[src/rtl/s_burst_ctrl.sv]
// s_burst_ctrl
//
// Purpose:
//   Runs one burst of (size + 1) beats between an upstream and a downstream
//   valid/ready port, and then gives a one-cycle done pulse. A burst starts
//   with start in IDLE. The burst length comes from size, which is sampled
//   together with start. Beats pass straight through with zero latency: the
//   controller only gates the handshake and tracks the beat index.
//
// Ports:
//   clk        in   single clock, rising edge
//   rst        in   asynchronous, active-high reset
//   start      in   begin one burst (sampled only in IDLE)
//   size       in   [SIZECOUNT-1:0] burst length minus one (sampled with start)
//   in_valid   in   upstream beat available
//   in_ready   out  upstream beat accepted (out_ready gated by RUN)
//   out_valid  out  downstream beat presented (in_valid gated by RUN)
//   out_ready  in   downstream can accept
//   out_last   out  current beat is the final beat of the burst
//   count      out  [SIZECOUNT-1:0] 0-based index of the current beat
//   busy       out  high while in RUN
//   done       out  one-cycle pulse after the final beat
//   abort      in   only present when S_BURST_CTRL_ABORT_EN is defined;
//                   drops the burst in RUN, with no beat and no done pulse
//
// Build option:
//   S_BURST_CTRL_ABORT_EN  adds the abort input. When it is not defined, a
//                          burst ends only when it completes or on reset.
//
// state | meaning
// ------+--------------------------------------------------------------
// IDLE  | waiting for start; size is captured when start is seen
// RUN   | passing beats; count advances on each handshake
// DONE  | single cycle with done=1; start ignored; back to IDLE next

module s_burst_ctrl #(
    parameter int SIZECOUNT = 12
) (
    input  logic                 clk,
    input  logic                 rst,
    input  logic                 start,
    input  logic [SIZECOUNT-1:0] size,
    input  logic                 in_valid,
    output logic                 in_ready,
    output logic                 out_valid,
    input  logic                 out_ready,
    output logic                 out_last,
    output logic [SIZECOUNT-1:0] count,
    output logic                 busy,
    output logic                 done
`ifdef S_BURST_CTRL_ABORT_EN
    ,
    input  logic                 abort
`endif
);

    typedef enum logic [1:0] {
        IDLE = 2'd0,
        RUN  = 2'd1,
        DONE = 2'd2
    } state_t;

    localparam logic [SIZECOUNT-1:0] ONE = {{(SIZECOUNT-1){1'b0}}, 1'b1};

    state_t               state_q, state_n;
    logic [SIZECOUNT-1:0] count_q, count_n;
    logic [SIZECOUNT-1:0] size_q,  size_n;

    logic in_run;
    logic kill;
    logic at_last;
    logic beat;

    assign in_run  = (state_q == RUN);
    assign at_last = (count_q == size_q);

`ifdef S_BURST_CTRL_ABORT_EN
    // abort matters only in RUN. It blocks the handshake in the same cycle.
    assign kill = in_run & abort;
`else
    assign kill = 1'b0;
`endif

    assign beat      = in_run & in_valid & out_ready & ~kill;
    assign in_ready  = in_run & out_ready & ~kill;
    assign out_valid = in_run & in_valid & ~kill;
    assign out_last  = in_run & at_last & ~kill;
    assign count     = count_q;
    assign busy      = in_run;
    assign done      = (state_q == DONE);

    always_ff @(posedge clk or posedge rst) begin
        if (rst) begin
            state_q <= IDLE;
            count_q <= '0;
            size_q  <= '0;
        end else begin
            state_q <= state_n;
            count_q <= count_n;
            size_q  <= size_n;
        end
    end

    always_comb begin
        state_n = state_q;
        count_n = count_q;
        size_n  = size_q;
        unique case (state_q)
            IDLE: begin
                if (start) begin
                    size_n  = size;
                    count_n = '0;
                    state_n = RUN;
                end
            end
            RUN: begin
                if (kill) begin
                    count_n = '0;
                    state_n = IDLE;
                end else if (beat) begin
                    // The final beat goes to DONE before count could wrap,
                    // so a full-range size still gives 2^SIZECOUNT beats.
                    if (at_last) begin
                        count_n = '0;
                        state_n = DONE;
                    end else begin
                        count_n = count_q + ONE;
                    end
                end
            end
            DONE: begin
                state_n = IDLE;
            end
            default: begin
                count_n = '0;
                state_n = IDLE;
            end
        endcase
    end

endmodule

[config.mk]
export PLATFORM = sky130hd
export DESIGN_NAME = s_burst_ctrl
export DESIGN_NICKNAME = d
export VERILOG_FILES = /design/src/rtl/s_burst_ctrl.sv
export SDC_FILE = /design/constraint.sdc
export NUM_CORES = 1
export LEC_CHECK = 0
export CAP_MARGIN = 20
export CELL_PAD_IN_SITES_DETAIL_PLACEMENT = 0
export CELL_PAD_IN_SITES_GLOBAL_PLACEMENT = 1
export CORE_ASPECT_RATIO = 0.8
export CORE_MARGIN = 1
export CORE_UTILIZATION = 37
export CTS_BUF_LIST = sky130_fd_sc_hd__clkbuf_16
export DETAILED_ROUTE_END_ITERATION = 7
export DONT_BUFFER_PORTS = 1
export PLACE_DENSITY = 0.75
export SLEW_MARGIN = 40
export SYNTH_ARGS = -nofsm -noshare
export SYNTH_HDL_FRONTEND = slang
export SYNTH_SLANG_ARGS = --single-unit
[constraint.sdc]
create_clock -name clk -period 1.6 [get_ports clk]
set_input_delay 0.16 -clock clk [delete_from_list [all_inputs] [get_ports clk]]
set_output_delay 0.16 -clock clk [all_outputs]
set_load 0.005 [all_outputs]
=== Word-level counts from Yosys, hierarchy flattened ===
Cells that the tools add are included.

* Add/subtract/negate cells: 1
* Equal/unequal tests: 6
* Muxes and demuxes: 8
* Bitwise operators: 5
* Reductions and logical operators: 4

{| class="wikitable"
|+ Operator list
! operator !! count
|-
| 12-bit two-way mux || 3
|-
| 12-bit one-hot mux with 3 select lines || 1
|-
| 12-bit by 1-bit adder with 12-bit output (second input constant) || 1
|-
| 12-bit == test || 1
|-
| 2-bit two-way mux || 3
|-
| 3-bit AND reduction || 2
|-
| 1-bit bitwise AND || 4
|-
| 2-bit by 1-bit inequality test with 1-bit output (second input constant) || 2
|-
| 2-bit one-hot mux with 2 select lines || 1
|-
| 2-bit by 1-bit == test with 1-bit output (second input constant) || 1
|-
| 2-bit == test (second input constant) || 1
|-
| 2-bit zero test || 1
|-
| 2-bit inequality test (second input constant) || 1
|-
| 2-bit AND reduction || 1
|-
| 1-bit NOT || 1
|}

* Flip-flop bits (word level): 26
* Bits of input ports: 17
* Output and inout port bits: 17
* Logic and storage cells: 27

=== Depth between registers and ports, before layout ===
* Depth after elaboration: 5
* Mapped depth: 6
* Mapped depth without buffers: 6

=== Worst setup path after synthesis ===
No wires, ideal clock.

* Path type: register to register
* Start point: register count_q[7] (netlist: count[7])
* End point: register count_q[6] (netlist: count[6])
* Setup time: 121 ps
* Arrival time: 1500 ps
* Data required time: 1479 ps
* Setup slack: -21 ps
* Stages on the path, launching flop included: 6
* Buffers on the path: 0
* Period minus slack after synthesis: 1621 ps
* Cell sequence: dfrtp_1 > xnor2_1 > nand4_1 > o31ai_4 > o21ai_1 > a22o_1

* Longest elaborated chain between the ends: 4

{| class="wikitable"
|+ RTL lines
! element !! RTL line !! source
|-
| start, declared || 66 || <nowiki>logic [SIZECOUNT-1:0] count_q, count_n;</nowiki>
|-
| start signal, assigned || 99 || <nowiki>count_q <= count_n;</nowiki>
|-
| 12-bit == test || 75 || <nowiki>assign at_last = (count_q == size_q);</nowiki>
|-
| 12-bit two-way mux || 123 || <nowiki>if (at_last) begin</nowiki>
|-
| 12-bit two-way mux || 120 || <nowiki>end else if (beat) begin</nowiki>
|-
| 12-bit one-hot mux with 3 select lines || 108 || <nowiki>unique case (state_q)</nowiki>
|}

Every way passes these cells. The select of a mux whose other input is x is not followed.
A chain may end at the register's enable or synchronous reset.

=== Final worst setup path ===
* Start point: register size_q[5]
* End point: output port out_last

* Longest elaborated chain between the ends: 2

{| class="wikitable"
|+ RTL lines
! element !! RTL line !! source
|-
| start, declared || 67 || <nowiki>logic [SIZECOUNT-1:0] size_q, size_n;</nowiki>
|-
| start signal, assigned || 100 || <nowiki>size_q <= size_n;</nowiki>
|-
| 12-bit == test || 75 ||
|-
| 1-bit bitwise AND || 87 || <nowiki>assign out_last = in_run & at_last & ~kill;</nowiki>
|-
| end, declared || 47 || <nowiki>output logic out_last,</nowiki>
|}

Every way passes these cells.

==> results.md <==
* Post-synth EDFFs at 0
* Final Max Slew Viols at 0
* Port bufs at 0
* Final setup vio count at 13
* First-pass DRT Iterations at 4
* Req. time, crit path at 1.44 ns
* WL/cell at 16.5 um
* Via density at 5.46
* Main synth FF type: dfrtp_1
* Ys async rst share at 100%
* Yosys reg bits at 26
* Crit start category: flop
* Post-synth top area cell: dfrtp_1
* I/O pin count at 34
* GRT met2 Usage at 29.1%
* Worst slew pin tran at 0.439 ns
* Internal cell power at 1.88 mW
* H-Tree Level Count at 1
* Filler cell count at 312
* Fraction of post-synthesis cell area in the top cell type by area at 48.5%
* Clk pin slew, worst setup/hold paths at 0.06 ns
* Cell Rows at 19
* Die ar. at 3870 um2
* Total Routed Length at 3220 um
* Power per cell area at 1580 nW/um2
* Syn Nets at 142
* Initial antenna violation count at 0
* Clock skew at 0.00525 ns
* Worst setup EP type: output port
* Die height at 55.9 um
* CP startpoint: size_q[5]$_DFFE_PP0P_
* Synth cell count leaders: dfrtp_1, mux2_2, xnor2_1
* Clk sinks at 26
* Register area share after synthesis at 48.5%
* P_sw at 971 uW
* Vias in the first global route at 1,108
* Share of cells above drive strength 1 at 44.4%
* R2R Path Start: size_q[2]$_DFFE_PP0P_
* Initial Util at 38.9%
* HP Class: in2reg
* Final setup margin at -0.222 ns
* Final antenna-violating net count at 0
* CP max FO at 3
* Leakage power at 0.746 nW
* CTS tree: yes
* Gp weighted congestion at 0.854
* WS Path Type: reg2out
* Rel. slew slack at 70.8%
* Finished Layout Cells at 195
* Max Clock Freq at 0.549 GHz
* Unique masters post-synth at 29
* Critical hold path startpoint: size[1]
* Seq pwr share at 38.0%
* Syn Std Cell Area at 1340 um2
* M1 GR Usage at 22.8%
* Final period util at 114%
* Root Driver: clkbuf_16
* Multi-input logic area at 788 um2
* Ranking of synthesized cells by area: dfrtp_1, mux2_2, xnor2_1
* Largest net degree at the start of global routing at 27
* Iter 0 DRT Violations at 30
* Overall Power at 2.85 mW
* Placed insts at 185
* First-pass GRT wire length at 5310 um
* P&R area growth vs syn at 34.6%
* Register area at 651 um2
* Layout Nets at 172
* CTS buffer count at 3
* Pre-CTS setup slack at -0.149 ns
* Combinational Power Share at 42.8%
* Clock Tree Buf Depth at 2
* Busiest layer in global routing: met2
* CORE AREA at 3450 um2
* Die Wd at 69.3 um
* Post-route DRC at 0
* Ant. Diodes at 0
* Grt total ovfl at 0
* Synth warnings at 0
* Switching part of the total at 34.1%
* Worst-Skew Late Latency at 0.26 ns
* Failing checks: negative setup slack
* Cells after Synth at 124
* Tmin final at 1.82 ns
* Final Util at 52.4%
* Total track usage at 17.5%
* Max Cap Viol at 0
* Global Route met3 Usage at 6.88%
* Worst VDD drop at 0.844 mV
* Routed via count at 1,064
* Status: finished, violations left
* HPWL Detailed at 2300 um
* CP arrival at 1.66 ns
* Hold Violations, Final at 0
* Most frequent cell after synthesis: dfrtp_1
* Part of the power in the clock network at 19.2%
* Syn Area/Cell at 10.8 um2
* Unrepaired setup endpoints after global routing: true
==> flip-flops by register name, indices dropped and copies added, names as in the netlist <==
name	flops
count	12
size_q	12
state_q	2
==> cell type report <==
cell class	instances	area share (%)
clock buffers	3	4.16
clock inverters	1	0.208
well taps	42	2.91
multi-input cells	91	43.7
inverters	5	1.04
flip-flops and latches	26	36.0
repair buffers	27	12.0
==> cells in the final DEF (no fill, tap or decap), types with 4 or more instances in the layout <==
master	n
xnor2_2	4
a22o_1	4
a21oi_2	5
inv_1	5
nand2_1	7
dfrtp_1	26
xnor2_1	8
o21ai_2	4
buf_4	23
mux2_2	12
nand3_1	4
nand4_1	6
==> cells by family (layout without fill, tap and decap cells) <==
group                      count (synthesis)  after routing  share of synthesized area (%)
AOI/OAI and AO/OA                         25             25                           13.4
xor gates and xnor gates                  14             14                           9.14
muxes                                     12             12                           10.1
DFF                                       26             26                           48.5
adders and majority gates                  1              1                          0.933
and+or+nand+nor                           39             39                           15.8
buffers and inverters                      7             36                           2.15
==> power groups by stage <==
| stage | Clock [mW] | Sequential (mW) | Combinational, mW |
|---|---|---|---|
| 2_1_floorplan | 0 | 1.09 | 0.613 |
| 3_3_place_gp | 0 | 1.06 | 0.971 |
| 3_5_place_dp | 0 | 1.07 | 0.990 |
| 4_1_cts | 0.558 | 1.08 | 1.12 |
| 5_1_grt | 0.584 | 1.12 | 1.34 |
| 6_report | 0.547 | 1.08 | 1.22 |
==> repair_timing <==
| item | CTS | global route |
|---|---|---|
| endpoints found under the hold margin | 26 | 0 |
| setup buffers | 4 | 2 |
| hold buffers | 1 | 0 |
| resized for setup | 14 | 17 |
| setup endpoints to repair | 12 | 14 |
| pin swaps | 13 | 7 |
==> metrics by stage <==
stage                     area, um2  TNS [ns]  hold slack (ns)
after floorplan                1340   -0.0219            0.200
final                          1810    -0.947           0.0502
after global placement         1540    -0.752            0.121
after global routing           1810     -2.45           0.0412
after detailed placement       1540     -1.01            0.127
after CTS                      1730    -0.697           0.0477
==> routing by layer <==
layer / vias to the layer above / routed length, um
met4: 0 / 8
met5: - / 0
met1: 526 / 1490
met3: 2 / 198
met2: 31 / 1520
li1: 505 / -
==> final timing paths <==
check | end | slack (ns) | cells past startpoint
worst max-delay path | out_last | -0.22 | 5
worst min-delay path | size_q[1]$_DFFE_PP0P_ | 0.05 | 1
worst max register to register | count[4]$_DFFE_PP0P_ | -0.11 | 8
worst min register to register | size_q[1]$_DFFE_PP0P_ | 0.53 | 1
max in group asynchronous | size_q[0]$_DFFE_PP0P_ | 0.94 | 3
min in group asynchronous | count[8]$_DFFE_PP0P_ | 0.41 | 3
==> worst max-delay path, cell delays in order, from the launching register on <==
cell and delay (ns):
dfrtp_1 0.40, xnor2_2 0.18, nand4_1 0.18, buf_4 0.19, or3_4 0.35, nor2_4 0.12
(Power assumes the default switching activity.)
